### config.mk
export PLATFORM = sky130hd
export DESIGN_NAME = fpu_cmd_sequencer
export DESIGN_NICKNAME = d
export VERILOG_FILES = /design/src/rtl/fpu_seq_pkg.sv /design/src/rtl/fpu_cmd_sequencer.sv
export SDC_FILE = /design/constraint.sdc
export NUM_CORES = 1
export LEC_CHECK = 0
export BUFFER_PORTS_ARGS = -buffer_cell sky130_fd_sc_hd__buf_2
export CAP_MARGIN = 20
export CORE_ASPECT_RATIO = 1.1
export CORE_MARGIN = 8
export CORE_UTILIZATION = 48
export DETAILED_ROUTE_END_ITERATION = 10
export PLACE_DENSITY_LB_ADDON = 0.3
export SKIP_CTS_REPAIR_TIMING = 1
export SLEW_MARGIN = 20
export SYNTH_ARGS = -nofsm -noshare
export SYNTH_HDL_FRONTEND = slang
export SYNTH_SLANG_ARGS = --single-unit
### constraint.sdc
create_clock -name clk -period 2.2 [get_ports clk]
set_clock_uncertainty 0.2 [all_clocks]
set_input_delay 0.22 -clock clk [delete_from_list [all_inputs] [get_ports clk]]
set_output_delay 0.22 -clock clk [all_outputs]
set_load 0.02 [all_outputs]
### src/rtl/fpu_seq_pkg.sv
// Shared constants, state encoding and command payload for the FPU command sequencer.
`timescale 1ns/1ps
package fpu_seq_pkg;

    localparam int unsigned DATA_W   = 32;
    localparam int unsigned OP_W     = 13;
    localparam int unsigned FRM_W    = 3;
    localparam int unsigned FFLAGS_W = 5;

    // Register offsets relative to the register block base address
    localparam logic [31:0] OFS_A         = 32'h0000_0000;
    localparam logic [31:0] OFS_B         = 32'h0000_0004;
    localparam logic [31:0] OFS_C         = 32'h0000_0008;
    localparam logic [31:0] OFS_RESULT    = 32'h0000_000C;
    localparam logic [31:0] OFS_INTR      = 32'h0000_0014;
    localparam logic [31:0] OFS_OPERATION = 32'h0000_001C;
    localparam logic [31:0] OFS_FFLAGS    = 32'h0000_0020;
    localparam logic [31:0] OFS_FCSR      = 32'h0000_0028;

    typedef enum logic [3:0] {
        IDLE,
        WR_A,
        WR_B,
        WR_C,
        WR_FCSR,
        WR_OP,
        CLR_OP,
        POLL,
        RD_RES,
        RD_FLG,
        RESP
    } seq_state_e;

    typedef struct packed {
        logic [DATA_W-1:0] opa;
        logic [DATA_W-1:0] opb;
        logic [DATA_W-1:0] opc;
        logic [OP_W-1:0]   op;
        logic [FRM_W-1:0]  frm;
    } fpu_cmd_t;

endpackage

### src/rtl/fpu_cmd_sequencer.sv
// Bus initiator that runs one full FPU register sequence per accepted command
// and returns the result on a valid/ready response channel.
`timescale 1ns/1ps
module fpu_cmd_sequencer
    import fpu_seq_pkg::*;
#(
    parameter logic [31:0]  BASE_ADDR      = 32'h3000_0000,
    parameter logic [31:0]  IDLE_ADDR      = 32'h0000_0000,
    parameter int unsigned  TIMEOUT_CYCLES = 1024,
    parameter int unsigned  TMO_W          = 11
) (
    input  logic                clk,
    input  logic                rst_l,
    input  logic                cmd_valid,
    output logic                cmd_ready,
    input  logic [DATA_W-1:0]   cmd_opa,
    input  logic [DATA_W-1:0]   cmd_opb,
    input  logic [DATA_W-1:0]   cmd_opc,
    input  logic [OP_W-1:0]     cmd_op,
    input  logic [FRM_W-1:0]    cmd_frm,
    output logic                rsp_valid,
    input  logic                rsp_ready,
    output logic [DATA_W-1:0]   rsp_result,
    output logic [FFLAGS_W-1:0] rsp_fflags,
    output logic                rsp_timeout,
    output logic [31:0]         addr,
    output logic                wren,
    output logic [DATA_W-1:0]   wrdata,
    input  logic [DATA_W-1:0]   rddata,
    input  logic                ack,
    output logic                busy
);

    localparam logic [TMO_W-1:0] TMO_LAST =
        (TIMEOUT_CYCLES == 0) ? '0 : TMO_W'(TIMEOUT_CYCLES - 1);

    seq_state_e           state_q, state_d;
    fpu_cmd_t             cmd_q, cmd_d, cmd_in;
    logic [TMO_W-1:0]     tmo_q, tmo_d;
    logic                 cmd_ready_d, busy_d;
    logic                 rsp_valid_d, rsp_timeout_d;
    logic [DATA_W-1:0]    rsp_result_d;
    logic [FFLAGS_W-1:0]  rsp_fflags_d;
    logic [31:0]          addr_d;
    logic                 wren_d;
    logic [DATA_W-1:0]    wrdata_d;
    logic                 poll_done_c;

    assign poll_done_c = ack && rddata[0];

    // Registers: FSM state, holding regs, poll counter and all registered outputs
    always_ff @(posedge clk or negedge rst_l) begin
        if (!rst_l) begin
            state_q     <= IDLE;
            cmd_q       <= '0;
            tmo_q       <= '0;
            cmd_ready   <= 1'b1;
            busy        <= 1'b0;
            rsp_valid   <= 1'b0;
            rsp_result  <= '0;
            rsp_fflags  <= '0;
            rsp_timeout <= 1'b0;
            addr        <= IDLE_ADDR;
            wren        <= 1'b0;
            wrdata      <= '0;
        end else begin
            state_q     <= state_d;
            cmd_q       <= cmd_d;
            tmo_q       <= tmo_d;
            cmd_ready   <= cmd_ready_d;
            busy        <= busy_d;
            rsp_valid   <= rsp_valid_d;
            rsp_result  <= rsp_result_d;
            rsp_fflags  <= rsp_fflags_d;
            rsp_timeout <= rsp_timeout_d;
            addr        <= addr_d;
            wren        <= wren_d;
            wrdata      <= wrdata_d;
        end
    end

    // Next state, response capture, and bus outputs decoded from the next state
    always_comb begin
        state_d       = state_q;
        cmd_d         = cmd_q;
        tmo_d         = tmo_q;
        rsp_valid_d   = rsp_valid;
        rsp_result_d  = rsp_result;
        rsp_fflags_d  = rsp_fflags;
        rsp_timeout_d = rsp_timeout;
        addr_d        = IDLE_ADDR;
        wren_d        = 1'b0;
        wrdata_d      = '0;

        cmd_in.opa = cmd_opa;
        cmd_in.opb = cmd_opb;
        cmd_in.opc = cmd_opc;
        cmd_in.op  = cmd_op;
        cmd_in.frm = cmd_frm;

        case (state_q)
            IDLE: begin
                if (cmd_valid && cmd_ready) begin
                    cmd_d         = cmd_in;
                    rsp_timeout_d = 1'b0;
                    rsp_result_d  = '0;
                    rsp_fflags_d  = '0;
                    state_d       = WR_A;
                end
            end
            WR_A:    if (ack) state_d = WR_B;
            WR_B:    if (ack) state_d = WR_C;
            WR_C:    if (ack) state_d = WR_FCSR;
            WR_FCSR: if (ack) state_d = WR_OP;
            WR_OP:   if (ack) state_d = CLR_OP;
            CLR_OP: begin
                if (ack) begin
                    tmo_d   = '0;
                    state_d = POLL;
                end
            end
            POLL: begin
                if (poll_done_c) begin
                    state_d = RD_RES;
                end else if ((TIMEOUT_CYCLES != 0) && (tmo_q == TMO_LAST)) begin
                    rsp_timeout_d = 1'b1;
                    rsp_result_d  = '0;
                    rsp_fflags_d  = '0;
                    rsp_valid_d   = 1'b1;
                    state_d       = RESP;
                end else begin
                    tmo_d = tmo_q + TMO_W'(1);
                end
            end
            RD_RES: begin
                if (ack) begin
                    rsp_result_d = rddata;
                    state_d      = RD_FLG;
                end
            end
            RD_FLG: begin
                if (ack) begin
                    rsp_fflags_d = rddata[FFLAGS_W-1:0];
                    rsp_valid_d  = 1'b1;
                    state_d      = RESP;
                end
            end
            RESP: begin
                if (rsp_ready) begin
                    rsp_valid_d = 1'b0;
                    state_d     = IDLE;
                end
            end
            default: state_d = IDLE;
        endcase

        // INTR is only ever addressed from POLL so the read-clear flag is never lost
        case (state_d)
            WR_A: begin
                addr_d   = BASE_ADDR + OFS_A;
                wren_d   = 1'b1;
                wrdata_d = cmd_d.opa;
            end
            WR_B: begin
                addr_d   = BASE_ADDR + OFS_B;
                wren_d   = 1'b1;
                wrdata_d = cmd_d.opb;
            end
            WR_C: begin
                addr_d   = BASE_ADDR + OFS_C;
                wren_d   = 1'b1;
                wrdata_d = cmd_d.opc;
            end
            WR_FCSR: begin
                addr_d   = BASE_ADDR + OFS_FCSR;
                wren_d   = 1'b1;
                wrdata_d = DATA_W'({cmd_d.frm, 5'b0});
            end
            WR_OP: begin
                addr_d   = BASE_ADDR + OFS_OPERATION;
                wren_d   = 1'b1;
                wrdata_d = DATA_W'(cmd_d.op);
            end
            CLR_OP: begin
                addr_d   = BASE_ADDR + OFS_OPERATION;
                wren_d   = 1'b1;
                wrdata_d = '0;
            end
            POLL:   addr_d = BASE_ADDR + OFS_INTR;
            RD_RES: addr_d = BASE_ADDR + OFS_RESULT;
            RD_FLG: addr_d = BASE_ADDR + OFS_FFLAGS;
            default: ;
        endcase

        cmd_ready_d = (state_d == IDLE) && !rsp_valid_d;
        busy_d      = (state_d != IDLE);
    end

endmodule
==> results of run 1 <==
-- registers in the layout (all words and copies together) (netlist names) --
signal / cells
busy: 1
rsp_valid: 1
wrdata: 32
rsp_timeout: 1
rsp_fflags: 5
cmd_q: 112
wren: 1
rsp_result: 32
addr: 5
tmo_q: 11
state_q: 4
cmd_ready: 1
-- worst max path at each step --
stage                                 endpoint  depth (start not counted)            startpoint  slack [ns]
final                     wrdata[10]$_DFF_PN0_                          7  state_q[0]$_DFF_PN0_       -0.28
after global routing      wrdata[10]$_DFF_PN0_                          7  state_q[0]$_DFF_PN0_       -0.32
after CTS                  wrdata[2]$_DFF_PN0_                          7  state_q[0]$_DFF_PN0_       -0.20
after detailed placement  wrdata[20]$_DFF_PN0_                          7  state_q[0]$_DFF_PN0_       -0.17
after global placement    wrdata[10]$_DFF_PN0_                          7  state_q[0]$_DFF_PN0_       -0.15
after floorplan           wrdata[13]$_DFF_PN0_                          7  state_q[0]$_DFF_PN0_       -0.05
-- layer usage --
| metal | wire, µm | vias to the layer above | global-route usage |
|---|---|---|---|
| met3 | 1760 | 60 | 0.0529 |
| li1 | - | 3599 | - |
| met1 | 11100 | 3846 | 0.241 |
| met4 | 716 | 0 | 0.0638 |
| met2 | 15000 | 305 | 0.332 |
| met5 | 0 | - | 0 |
-- stage by stage --
step / cell area [µm²] / std cells
after floorplan: 9480 / 839
after global placement: 11300 / 1317
after detailed placement: 11300 / 1317
after CTS: 12000 / 1354
after global routing: 13800 / 1509
final: 13800 / 1509
-- worst max-delay path: cells and delay by family, from the launching register on --
family | cells | cell delay [ns]
compound gates | 1 | 0.12
buf+inv | 2 | 0.33
mux | 2 | 0.57
flops | 1 | 0.40
simple gates | 2 | 0.72
-- layout make-up --
type / instances / area (µm²)
Inverter: 46 / 173
Fill cell: 1274 / 5270
Multi-Input combinational cell: 512 / 3900
Sequential cell: 206 / 5160
Tap cell: 247 / 309
Clock buffer: 32 / 617
Timing Repair Buffer: 461 / 3610
Clock inverter: 5 / 56.3
-- power by group --
group	total (µW)	switching, µW	internal (µW)	leakage (µW)
Combinational	7500	4010	3490	0.00374
Clock	3480	1430	2050	0.000328
Sequential	5420	410	5010	0.00269
Total	16400	5850	10600	0.00675
-- placed cells by master, fill, tap and decap left out, types with 14 or more instances in the layout --
master,Yosys,layout
o2bb2ai_1,19,19
mux2_4,0,26
dfrtp_1,205,204
nand2_1,160,160
buf_4,37,55
dlygate4sd3_1,0,147
o211ai_1,14,14
inv_1,44,44
buf_12,0,24
conb_1,1,26
mux2i_1,72,72
mux2_2,45,34
clkbuf_16,0,22
nand4_1,18,18
buf_2,19,227
mux2_1,32,17
-- cells by family (layout without fill, tap and decap cells) --
| kind of cell | after synthesis | in the layout | share of synthesized area |
|---|---|---|---|
| simple gates | 238 | 238 | 0.116 |
| flops | 206 | 206 | 0.552 |
| mux | 149 | 149 | 0.170 |
| buf+inv | 121 | 544 | 0.0701 |
| compound gates | 97 | 97 | 0.0888 |
| fa+ha+maj | 1 | 1 | 0.00134 |
| other cells | 1 | 26 | 0.000402 |
| xor+xnor | 1 | 1 | 0.000938 |
-- synthesized netlist by cell type, drive strengths merged, types with 13 or more instances --
master	number
buf	61
mux2	77
dfrtp	205
mux2i	72
o211ai	14
nand2	160
clkbuf	14
nand4	18
o2bb2ai	19
nor2	13
inv	46
==> reports/metrics.cfg, run 1 <==
[floorplanning]
io_pins=255
die_x_um=149
start_util=0.489
num_rows=53
core_um2=19100
dieArea_um2=24200
die_h_um=162

[routing]
drtAntennaViolNets=0
drc_errors=0
drt-total-wl_mm=28.6
vias=7810
wire_per_inst_um=19.0
initialDrtViolationCount=484
dr.pass1.iters=5
viasPerCell=5.18

[final_layout]
n_antenna_cell=0
nNetsFinal=1398
area_growth_pct=48.0
drive_gt1_frac=0.353
fin_util=0.724

[timing]
tightestPinTransition_ns=0.547
rsz0062_at_grt=yes
clock.fmax_mhz=403
finalWorstSetupSlack_ns=-0.279
slew_headroom=0.635
slew_viol_final=0
timing.hold.ws_ns=0.0564
fin_crit_sh=1.13
tns_ns=-6.01
finalHoldViolCount=0
setup-violations-final=59
min_period_ns=2.48

[critical_path]
required_ns=2.36
r2r-end=wrdata[10]$_DFF_PN0_
path_cells=or4_4, nor2_4, buf_12, buf_12, mux2_2, mux2i_1, o211ai_1
critPathArrivalTime_ns=2.64
cp-end-kind=flop
cp-start-kind=flop
cp_max_fo=10
crit_top_cell=buf_12
r2r_slack_ns=-0.28
crit-reg2reg-launch=state_q[0]$_DFF_PN0_
critical_path_class=flop to flop
crit_slowest_cell=or4_4
max_stage_delay_ns=0.58
ff2ff_path_depth=7

[logic_synthesis]
synth_edf_count=0
synth.largest_area_cell=dfrtp_1
synth-async-reset-ratio=1.00
syn_inst=814
yosysSeqAreaShare=0.552
syn_avg_cell_area_um2=11.5
synth_cell_types=62
ys_ff_latch=206
synthFlopType=dfrtp_1
yosys-top-cells-area=dfrtp_1, mux2i_1, nand2_1, mux2_2, mux2_1
synthesis.area_um2=9340
yosys_warnings=0
synth_top_area_share=0.549

[clock_tree]
htree_levels=1
clk_pin_slew_worst_paths_ns=0.07
numCtsBuffers=21
cts_tree=done
clk_latency_ns=0.49
clock_path_buffers=3
cts_sinks=206
root_buffer=clkbuf_16

[status]
run_status=finished, violations left
violations=negative setup slack

[placement]
dp_slack_ns=-0.175
hpwl_mm=17.6
gp_congestion=0.826
port_buffers=228

[global_routing]
grt_use_total=0.197
grt_max_degree=56
grt_pass1_wl_mm=38.8
overflow=0
grt_pass1_vias=7527
grt_antenna_before_repair=0

[power_and_ir_drop]
p_per_area_nw_per_um2=1190
p_leak_uw=0.00675
ir_worst_vdd_mv=0.784
p_total_uw=16400

[hold_path]
hold_class=input pin to flop
holdCritStartpoint=ack
worstHoldPathCells=4
min_to=rsp_timeout$_DFFE_PN0P_

[flow_run]
maxCapViolCount=0

Note: power is estimated with default switching activity, not from simulation.
==> inputs of run 2 (changes only) <==
Settings changed: CORE_UTILIZATION 48 to 53, REMOVE_ABC_BUFFERS set to 1.
Clock period 2.2 ns to 2.3 ns, I/O delays scaled along.
==> reports/metrics.cfg, run 2 (synthesized netlist as in run 1, its figures left out) <==
[status]
run_status=finished, violations left
violations=negative setup slack

[placement]
post_dp_cell_area_um2=11200  ; -1.1%
port_buffers=228  ; unchanged
dp_cells=1306  ; -0.84%
gp_congestion=0.806  ; -2.4%
hpwl_mm=17.0  ; -3.7%

[critical_path]
crit_slowest_cell=or4_4
r2r-end=wrdata[25]$_DFF_PN0_
critPathArrivalTime_ns=2.59  ; -0.05 ns
cp-start-kind=flop
crit-reg2reg-launch=state_q[0]$_DFF_PN0_
path_buf_inv=2  ; unchanged
crit_top_cell=buf_12
r2r_slack_ns=-0.14  ; +0.13 ns
path_cells=or4_4, nor2_4, buf_12, buf_12, mux2_2, mux2i_1, o2bb2ai_1
cp-end-kind=flop
cp_max_fo=18  ; +8
ff2ff_path_depth=7  ; unchanged
critical_path_class=flop to flop
required_ns=2.44  ; +0.08 ns
crit_family=simple AND/OR/NAND/NOR gates
max_stage_delay_ns=0.58  ; about the same

[routing]
dr.pass1.iters=5  ; unchanged
viasPerCell=5.25  ; +1.5%
initialDrtViolationCount=474  ; -2.1%
wire_per_inst_um=19.9  ; +4.8%
vias=7900  ; +1.2%
drc_errors=0  ; unchanged
drtAntennaViolNets=0  ; unchanged
drt-total-wl_mm=29.9  ; +4.5%

[timing]
setup-violations-final=35  ; -41%
min_period_ns=2.44  ; -0.0346 ns
slew_viol_final=0  ; unchanged
finalHoldViolCount=0  ; unchanged
slew_headroom=0.605  ; -0.0294
timing.hold.ws_ns=0.0301  ; -0.0263 ns
tightestPinTransition_ns=0.592  ; +0.0454 ns
fin_crit_sh=1.06  ; -0.0640
rsz0062_at_grt=yes
clock.fmax_mhz=409  ; +1.4%
finalWorstSetupSlack_ns=-0.144  ; +0.135 ns

[global_routing]
grt.busiest_layer=met2
use_met3=0.0512  ; -0.00169
grt_pass1_vias=7477  ; -0.66%
grt_antenna_before_repair=1  ; +1
grt_max_degree=68  ; +21%
grt_pass1_wl_mm=37.8  ; -2.8%
overflow=0  ; unchanged
grt_use_total=0.211  ; +0.0139
grtUsageMet2=0.355  ; +0.0228
grt_use_met1=0.271  ; +0.0303

[power_and_ir_drop]
p_per_area_nw_per_um2=1140  ; -4.1%
ir_worst_vdd_mv=0.631  ; -20%
p_leak_uw=0.00674  ; -0.18%

[flow_run]
maxCapViolCount=0  ; unchanged

[final_layout]
largest_reg_flops=112  ; unchanged
drive_gt1_frac=0.350  ; -0.00242
final_common_cell=buf_2
nNetsFinal=1402  ; +0.29%
finalNonFillerCells=1504  ; -0.33%
fin_area_um2=13700  ; -0.61%
mostFrequentLayoutCells=buf_2, dfrtp_1, nand2_1, dlygate4sd3_1, mux2i_1
regMostFlops=cmd_q
reg_top3=cmd_q x112, rsp_result x32, wrdata x32
area_growth_pct=47.1

[clock_tree]
htree_levels=1  ; unchanged
clock_path_buffers=3  ; unchanged
numCtsBuffers=21  ; unchanged
cts_sinks=206  ; unchanged
clk_pin_slew_worst_paths_ns=0.06  ; about the same
root_buffer=clkbuf_16
clk_latency_ns=0.49  ; about the same
cts_tree=done

[floorplanning]
num_rows=51  ; -3.8%
start_util=0.534  ; +0.0451
dieArea_um2=22100  ; -8.5%
io_pins=255  ; unchanged
core_um2=17500  ; -8.5%
die_x_um=143  ; -4.3%
die_h_um=155  ; -4.4%

[hold_path]
holdCritStartpoint=ack
min_to=rsp_result[0]$_DFFE_PN0P_
hold_class=input pin to flop
worstHoldPathCells=4  ; unchanged

==> run 2: cell types whose count changed in the layout (fill, tap and decap cells not counted), moves of 2 or more <==
| cell | before | now |
|---|---|---|
| a211oi_2 | 2 | 4 |
| a21oi_2 | 3 | 1 |
| a211oi_4 | 3 | 0 |
| clkbuf_16 | 22 | 24 |
| buf_12 | 24 | 18 |
| mux2_2 | 34 | 38 |
| mux2_1 | 17 | 26 |
| buf_4 | 55 | 60 |
| clkinv_2 | 2 | 4 |
| mux2_4 | 26 | 13 |
| buf_6 | 5 | 9 |
| a21oi_1 | 8 | 10 |
| clkbuf_1 | 6 | 3 |
==> run 2: worst max path at each step <==
stage / startpoint / to / slack [ns] / cells past startpoint
after floorplan: state_q[0]$_DFF_PN0_ / wrdata[5]$_DFF_PN0_ / -2.54 / 5
after global placement: state_q[1]$_DFF_PN0_ / wrdata[1]$_DFF_PN0_ / -0.03 / 7
after detailed placement: state_q[1]$_DFF_PN0_ / wrdata[26]$_DFF_PN0_ / -0.13 / 7
after CTS: state_q[1]$_DFF_PN0_ / wrdata[26]$_DFF_PN0_ / -0.15 / 7
after global routing: state_q[2]$_DFF_PN0_ / tmo_q[9]$_DFFE_PN0P_ / -0.20 / 8
final: state_q[0]$_DFF_PN0_ / wrdata[25]$_DFF_PN0_ / -0.14 / 7
==> run 2: final cells by class <==
class | instances | area, µm²
inverters | 46 | 173
clock buffers | 30 | 619
diodes | 1 | 2.50
repair buffers | 464 | 3600
well taps | 238 | 298
flip-flops and latches | 206 | 5160
clock inverters | 6 | 58.8
multi-input cells | 513 | 3830
fillers | 1024 | 3740
==> run 2: stage by stage <==
step / total power [µW] / TNS (ns) / setup WS [ns] / utilization
after floorplan: 8710 / -351.13 / -2.54 / -
final: 15600 / -2.62 / -0.144 / 0.786
after global placement: 11000 / -0.285 / -0.0252 / 0.642
after detailed placement: 11200 / -1.26 / -0.134 / 0.642
after CTS: 14600 / -1.95 / -0.151 / 0.681
after global routing: 16400 / -6.06 / -0.204 / 0.786
==> run 2: worst min-delay path, cell delays in order <==
cell	delay [ns]
buf_2	0.16
buf_4	0.18
nand3_1	0.06
o21ai_1	0.05
==> run 2: power breakdown <==
part	internal (µW)	leakage (µW)	switching (µW)	total (µW)
Combinational	3220	0.00371	3840	7060
Sequential	4800	0.00269	413	5210
Clock	1980	0.000339	1390	3370
==> run 2: metal layers <==
metal / part of all wire / vias to the layer above
met5: 0 / -
met1: 0.39 / 3910
met3: 0.068 / 57
li1: - / 3620
met4: 0.022 / 0
met2: 0.52 / 313
==> inputs of run 3 (changes only) <==
Settings changed: CORE_MARGIN 8 to not set, CORE_UTILIZATION 53 to 52.
==> reports/metrics.cfg, run 3 (synthesized netlist as in run 1, its figures left out) <==
[critical_path]
cp_max_fo=10  ; -8
crit_slowest_cell=or4_4
max_stage_delay_ns=0.57  ; about the same
critPathArrivalTime_ns=2.60  ; about the same
critPathLaunch=state_q[0]$_DFF_PN0_
crit-reg2reg-launch=state_q[0]$_DFF_PN0_
critical_path_class=flop to flop
path_cells=or4_4, nor2_4, buf_12, buf_4, mux2_2, mux2i_1, o2bb2ai_1
crit_family=simple AND/OR/NAND/NOR gates
cp-end-kind=flop
path_buf_inv=2  ; unchanged
cp-start-kind=flop
required_ns=2.47  ; +0.03 ns

[floorplanning]
core_um2=17600  ; +0.73%
start_util=0.530  ; -0.00387
dieArea_um2=18500  ; -16%
die_h_um=143  ; -8.2%
io_pins=255  ; unchanged
num_rows=51  ; unchanged
die_x_um=130  ; -9.0%

[timing]
fin_crit_sh=1.06  ; -0.00471
finalHoldViolCount=0  ; unchanged
finalWorstSetupSlack_ns=-0.134  ; +0.0108 ns
setup-violations-final=45  ; +29%
tightestPinTransition_ns=0.571  ; -0.0213 ns
rsz0062_at_grt=yes
min_period_ns=2.43  ; -0.0108 ns
slew_viol_final=0  ; unchanged
tns_ns=-2.98  ; -0.364 ns
clock.fmax_mhz=411  ; +0.45%
slew_headroom=0.620  ; +0.0142

[placement]
gp_congestion=0.803  ; -0.34%
post_dp_cell_area_um2=11100  ; -0.83%
dp_cells=1297  ; -0.69%
port_buffers=228  ; unchanged
hpwl_mm=14.9  ; -12%

[clock_tree]
cts_tree=done
cts_sinks=206  ; unchanged
root_buffer=clkbuf_16
numCtsBuffers=22  ; +4.8%
clk_pin_slew_worst_paths_ns=0.06  ; about the same
htree_levels=1  ; unchanged
clk_latency_ns=0.51  ; +0.02 ns
clock_path_buffers=3  ; unchanged

[global_routing]
grt_use_total=0.234  ; +0.0228
grt_pass1_vias=6927  ; -7.4%
grt_max_degree=69  ; +1.5%
grt_antenna_before_repair=0  ; -1
grt_pass1_wl_mm=34.2  ; -9.4%
overflow=0  ; unchanged

[routing]
vias=7841  ; -0.75%
drtAntennaViolNets=0  ; unchanged
initialDrtViolationCount=403  ; -15%
wire_per_inst_um=18.4  ; -7.3%
drc_errors=0  ; unchanged
drt-total-wl_mm=27.7  ; -7.5%
viasPerCell=5.22  ; -0.55%
dr.pass1.iters=4  ; -1

[flow_run]
maxCapViolCount=0  ; unchanged

[final_layout]
finalNonFillerCells=1501  ; -0.20%
largest_reg_flops=112  ; unchanged
area_growth_pct=47.7
reg_top3=cmd_q x112, rsp_result x32, wrdata x32
final_common_cell=buf_2
fin_area_um2=13800  ; +0.39%
multi_input_area_um2=3840  ; +0.16%
mostFrequentLayoutCells=buf_2, dfrtp_1, nand2_1, dlygate4sd3_1, mux2i_1
nNetsFinal=1398  ; -0.29%
seq_area_um2=5160  ; about the same
fillers=1057  ; +3.2%
regMostFlops=cmd_q
drive_gt1_frac=0.349  ; -0.00154

[power_and_ir_drop]
p_per_area_nw_per_um2=1150  ; +0.63%
p_leak_uw=0.00674  ; about the same
p_total_uw=15800  ; +1.0%
ir_worst_vdd_mv=0.887  ; +41%

[status]
violations=negative setup slack
run_status=finished, violations left

[hold_path]
hold_class=input pin to flop
holdCritStartpoint=cmd_valid

[run 3: routing by layer]
| metal | share of wire | up-vias | GRT usage |
|---|---|---|---|
| met5 | 0 | - | 0 |
| met4 | 0.019 | 0 | 0.0594 |
| met3 | 0.062 | 50 | 0.0489 |
| met2 | 0.53 | 286 | 0.394 |
| met1 | 0.39 | 3893 | 0.308 |
| li1 | - | 3612 | - |
[run 3: stage by stage]
stage | util | hold slack (ns) | worst slack (ns)
4_1_cts | 0.672 | -0.458 | -0.124
5_1_grt | 0.783 | 0.100 | -0.202
3_3_place_gp | 0.632 | 0.0758 | -0.0328
3_5_place_dp | 0.632 | 0.0744 | -0.0724
2_1_floorplan | - | -0.266 | -2.54
6_report | 0.783 | 0.0840 | -0.134
[run 3: path summary, 6_finish.rpt]
| check | to | slack (ns) | depth (start not counted) |
|---|---|---|---|
| max | wrdata[14]$_DFF_PN0_ | -0.13 | 7 |
| min | cmd_q[2]$_DFF_PN0_ | 0.08 | 5 |
| max reg2reg | wrdata[14]$_DFF_PN0_ | -0.13 | 7 |
| min reg2reg | cmd_q[15]$_DFF_PN0_ | 0.27 | 2 |
| max in group asynchronous | cmd_ready$_DFF_PN1_ | 1.00 | 3 |
| min in group asynchronous | cmd_q[60]$_DFF_PN0_ | 0.13 | 2 |
[run 3: area by class of cell]
class                           instances  share of cell area
Sequential cell                       206               0.374
Clock inverter                          4             0.00163
Inverter                               46              0.0125
Tap cell                              238              0.0216
Multi-Input combinational cell        513               0.278
Antenna cell                            1            0.000181
Timing Repair Buffer                  459               0.263
Clock buffer                           34              0.0491
[run 3: worst register-to-register path: stages (launching register included)]
cell and delay, ns:
dfrtp_1 0.38, or4_4 0.58, nor2_4 0.18, buf_12 0.17
buf_4 0.17, mux2_2 0.37, mux2i_1 0.16, o2bb2ai_1 0.10
[run 3: power breakdown]
| group | switching, µW | total, µW | internal, µW |
|---|---|---|---|
| Combinational | 3850 | 7200 | 3360 |
| Sequential | 390 | 5190 | 4800 |
| Clock | 1400 | 3410 | 2010 |
